[src/rtl/disp_scan_pkg.sv]
// Shared types, timing constants and helpers
// for the multiplexed display scanners.
package disp_scan_pkg;

  localparam int T10MS_50M = 500000;
  localparam int T1MS_50M  = 50000;

  typedef enum logic {
    IDLE = 1'b0,
    SCAN = 1'b1
  } scan_state_e;

  function automatic int clog2(input int v);
    int r;
    r = 0;
    for (int i = 0; i < 31; i++)
      if ((1 << i) < v) r = i + 1;
    return (r < 1) ? 1 : r;
  endfunction

  function automatic logic active_lvl(input bit al);
    return al ? 1'b0 : 1'b1;
  endfunction

  function automatic logic inactive_lvl(input bit al);
    return al ? 1'b1 : 1'b0;
  endfunction

endpackage

[src/rtl/digit_rr_pick.sv]
// Rotating-priority finder: next enabled digit
// after the current one, plus lowest enabled digit.
module digit_rr_pick
  import disp_scan_pkg::*;
#(
  parameter int N  = 4,
  parameter int IW = clog2(N)
) (
  input  logic [N-1:0]  mask,
  input  logic [IW-1:0] cur,
  output logic [IW-1:0] nxt,
  output logic [IW-1:0] low,
  output logic          any
);

  logic hit;
  int   j;

  always_comb begin
    nxt = cur;
    low = '0;
    any = |mask;
    hit = 1'b0;
    j   = 0;
    for (int i = N - 1; i >= 0; i--)
      if (mask[i]) low = IW'(i);
    // k == N lands back on cur: sole enabled digit keeps its slot
    for (int k = 1; k <= N; k++) begin
      j = (int'(cur) + k) % N;
      if (!hit && mask[IW'(j)]) begin
        hit = 1'b1;
        nxt = IW'(j);
      end
    end
  end

endmodule

[src/rtl/digit_scan_ctrl.sv]
// N-digit common scan generator with dwell,
// anti-ghost blanking, enable mask and polarity.
module digit_scan_ctrl
  import disp_scan_pkg::*;
#(
  parameter int NUM_DIGITS  = 4,
  parameter int SCAN_TICKS  = T10MS_50M,
  parameter int BLANK_TICKS = 1000,
  parameter bit ACTIVE_LOW  = 1'b1,
  localparam int IDX_W = clog2(NUM_DIGITS),
  localparam int CNT_W = clog2(SCAN_TICKS)
) (
  input  logic                  CLK,
  input  logic                  RSTn,
  input  logic [NUM_DIGITS-1:0] Digit_En,
  output logic [NUM_DIGITS-1:0] Col_Scan_Sig,
  output logic [IDX_W-1:0]      Sel_Index,
  output logic                  Frame_Start
);

  localparam logic ACT   = active_lvl(ACTIVE_LOW);
  localparam logic INACT = inactive_lvl(ACTIVE_LOW);
  localparam logic [CNT_W-1:0] LAST  = CNT_W'(SCAN_TICKS - 1);
  localparam logic [CNT_W-1:0] BLANK = CNT_W'(BLANK_TICKS);

  scan_state_e             state_q, state_d;
  logic [CNT_W-1:0]        cnt_q, cnt_d;
  logic [IDX_W-1:0]        sel_q, sel_d;
  logic [NUM_DIGITS-1:0]   col_q, col_d;
  logic                    fs_q, fs_d;

  logic [IDX_W-1:0] nxt_idx;
  logic [IDX_W-1:0] low_idx;
  logic             any_en;

  digit_rr_pick #(
    .N  (NUM_DIGITS),
    .IW (IDX_W)
  ) u_pick (
    .mask (Digit_En),
    .cur  (sel_q),
    .nxt  (nxt_idx),
    .low  (low_idx),
    .any  (any_en)
  );

  always_comb begin
    state_d = state_q;
    cnt_d   = cnt_q;
    sel_d   = sel_q;
    fs_d    = 1'b0;
    col_d   = {NUM_DIGITS{INACT}};
    unique case (state_q)
      IDLE: begin
        cnt_d = '0;
        if (any_en) begin
          state_d = SCAN;
          sel_d   = low_idx;
          fs_d    = 1'b1;
        end
      end
      SCAN: begin
        if (!any_en) begin
          state_d = IDLE;
          cnt_d   = '0;
        end else if (cnt_q == LAST) begin
          cnt_d = '0;
          sel_d = nxt_idx;
          fs_d  = (nxt_idx == low_idx);
        end else begin
          cnt_d = cnt_q + CNT_W'(1);
        end
        // live mask gates the common so a disabled digit goes dark at once
        if (cnt_q >= BLANK && Digit_En[sel_q])
          col_d[sel_q] = ACT;
      end
      default: state_d = IDLE;
    endcase
  end

  always_ff @(posedge CLK or negedge RSTn) begin
    if (!RSTn) begin
      state_q <= IDLE;
      cnt_q   <= '0;
      sel_q   <= '0;
      col_q   <= {NUM_DIGITS{INACT}};
      fs_q    <= 1'b0;
    end else begin
      state_q <= state_d;
      cnt_q   <= cnt_d;
      sel_q   <= sel_d;
      col_q   <= col_d;
      fs_q    <= fs_d;
    end
  end

  assign Col_Scan_Sig = col_q;
  assign Sel_Index    = sel_q;
  assign Frame_Start  = fs_q;

endmodule

[config.mk]
export PLATFORM = sky130hd
export DESIGN_NAME = digit_scan_ctrl
export DESIGN_NICKNAME = d
export VERILOG_FILES = /design/src/rtl/disp_scan_pkg.sv /design/src/rtl/digit_rr_pick.sv /design/src/rtl/digit_scan_ctrl.sv
export SDC_FILE = /design/constraint.sdc
export NUM_CORES = 1
export LEC_CHECK = 0
export CAP_MARGIN = 20
export CORE_MARGIN = 2
export CORE_UTILIZATION = 45
export DETAILED_ROUTE_END_ITERATION = 10
export DONT_BUFFER_PORTS = 1
export GPL_ROUTABILITY_DRIVEN = 1
export HOLD_SLACK_MARGIN = 0.03
export PLACE_DENSITY_LB_ADDON = 0.2
export SYNTH_ARGS = -nofsm -noshare
export SYNTH_HDL_FRONTEND = slang
export SYNTH_SLANG_ARGS = --single-unit
export TNS_END_PERCENT = 30
[constraint.sdc]
create_clock -name CLK -period 2.85 [get_ports CLK]
set_input_delay 0.1425 -clock CLK [delete_from_list [all_inputs] [get_ports CLK]]
set_output_delay 0.1425 -clock CLK [all_outputs]
set_load 0.01 [all_outputs]
==> impl_metrics.ini <==
[clock_tree]
cts_root_buf = clkbuf_8
ctsResizeCount = 0
cts_max_level = 1
clk_path_buf_depth = 2
clkSinkCount = 27
post-cts-setup-buffers = 0
clock_latency_ps = 270
clk_pin_slew_ps = 90
cts_tree = yes
cts_hold_buf = 2
cts_buffers = 3

[floorplanning]
start_util_pct = 46.21
die_width_um = 65.09
io_pins = 13
die_h_um = 65.09
rows = 22
core_area_um2 = 3633
design.die.area_um2 = 4236

[grt]
grt_pass1_wl_mm = 5.499
grt_max_degree = 28
antenna_found_initial = 0
grt_overflow = 0
track_usage_pct = 16.64
grt_pass1_vias = 1145

[synth]
synth_area_leader_cell = dfrtp_1
synth-xor-area-share_pct = 9.389
synth_area_um2 = 1679
yosys_warnings = 0
ys_seq_elements = 27
synthFlopType = dfrtp_1
synth_edf_count = 0
synth.area.mux_share_pct = 6.557
synth_top_area_share_pct = 34.28
synth_most_common_cell = nor2_1
async_flop_share_pct = 100.0
synth_top_family_by_area = simple AND/OR/NAND/NOR gates
avgSynthCellArea_um2 = 9.595
synth-adder-area-share_pct = 4.471
postSynthCellCount = 175
synth-simple-area-share_pct = 24.44
synthTopCellsByArea = dfrtp_1, dfstp_2, mux4_2
ys_types = 46
synth_compound_gate_area_share_pct = 7.973
yosysSeqAreaShare_pct = 40.54
synth.net_count = 187
ys_top_cells_by_count = nor2_1, dfrtp_1, nand2_1

[critical_path]
arrival_ps = 2380
setup.worst_path.class = flip-flop to flip-flop
crit_path_start_kind = flip-flop
crit_path_end_kind = flip-flop
worstPathMaxFanout = 10
critical_path_required_ps = 2990

[route]
detail_route.wl_per_cell_um = 14.08
route.vias.total = 1191
first_pass_iters = 4
drcViolationCount = 0
via_per_inst = 5.389
first_iter_violations = 53
ant_nets = 0
wl_mm = 3.112

[sta]
max_freq_ghz = 0.4464
worst_pin_slew_ps = 404.4
fin_crit_ps = 2240
skew_ps = 1.256
setup_tns_ps = 0
post-route-period-util_pct = 78.61
rsz0062_at_grt = false
drv_slew = 0
finalSetupViolCount = 0
slew_headroom_pct = 72.83
hold_viol_final = 0

[cells_and_area]
fillCellCount = 341
syn_to_final_growth_pct = 4.545
drive_gt1_share_pct = 13.87
antenna_cells = 0
layout.nets = 186

[hold_path]
hp-class = input port to flip-flop

[place]
dp_hpwl_mm = 2.178
place_congestion = 0.9005
port-buffer-count = 0

[run]
cap_violations = 0

[power]
power_mw = 1.071
leakage_nw = 0.7755
cellPowerDensity_nw_per_um2 = 609.9
ir_drop_uv = 291.7

[status]
status = finished, final reports clean
==> worst paths after layout <==
check	from	endpoint	slack, ps	depth (start not counted)
min	Digit_En[0]	Sel_Index[0]	100	3
max	Sel_Index[0]	Sel_Index[1]	610	7
min reg2reg	cnt_q[0]	cnt_q[0]	490	1
min in group asynchronous	RSTn	cnt_q[14]	300	2
max reg2reg	Sel_Index[0]	Sel_Index[1]	610	7
max in group asynchronous	RSTn	Col_Scan_Sig[2]	2330	2
==> cell usage in the layout (no fill, tap or decap), drive strengths merged, types with 2 or more instances in the layout <==
master  instances
a21oi           8
and3            6
buf             3
clkbuf          4
dfrtp          23
dfstp           4
ha              6
inv            10
mux2i           2
mux4            4
nand2          14
nand2b          2
nand3           8
nand4           4
nor2           26
nor3            4
nor3b           4
nor4            2
nor4b           2
o21ai           5
or3             2
or4             2
xnor2           9
xor2            9
==> flip-flops by register name, indices dropped and copies added, names as in the netlist <==
signal / count
cnt_q: 19
Col_Scan_Sig: 4
Sel_Index: 2
Frame_Start: 1
state_q: 1
==> cell type report <==
type,instances,area [um2],share of cell area (%)
Multi-Input combinational cell,128,887.1,50.53
Sequential cell,27,680.7,38.77
Tap cell,48,60.06,3.421
Clock buffer,4,45.04,2.566
Timing Repair Buffer,4,45.04,2.566
Inverter,10,37.54,2.138
==> power by group <==
group          switching [mW]  internal, mW
Combinational           0.200         0.180
Sequential             0.0482         0.425
Clock                   0.117         0.100
==> per-stage QoR <==
step                      cells  util (%)  cell area, um2  hold WS, ps  setup slack [ps]
after floorplan             175         -            1679       -153.1             662.2
after global placement      215     46.25            1680       -152.4             706.4
after detailed placement    215     46.25            1680       -152.2             613.9
after CTS                   221     48.31            1755        96.32             609.3
after global routing        221     48.31            1755        110.1             398.5
final                       221     48.31            1755        102.3             609.7
==> worst max-delay path, stage by stage, from the launching register on <==
cell	delay, ps
dfrtp_1	560
inv_1	190
ha_1	390
mux4_2	340
nor2_1	150
o311ai_1	110
a32oi_1	210
a41oi_1	150
==> routing by layer <==
metal	global-route usage [%]	share of wire, %	up-vias
met5	0	0	-
met4	6.250	1.5	0
met3	2.257	2.5	4
met2	26.42	49	19
met1	23.19	47	565
li1	-	-	603
==> cells by family (layout without fill, tap and decap cells) <==
group,Yosys count,in the layout
AOI/OAI and AO/OA,21,21
adders and majority gates,6,6
and+or+nand+nor,77,77
xor gates and xnor gates,18,18
muxes,6,6
buffers and inverters,20,18
DFF,27,27
(Power assumes the default switching activity.)
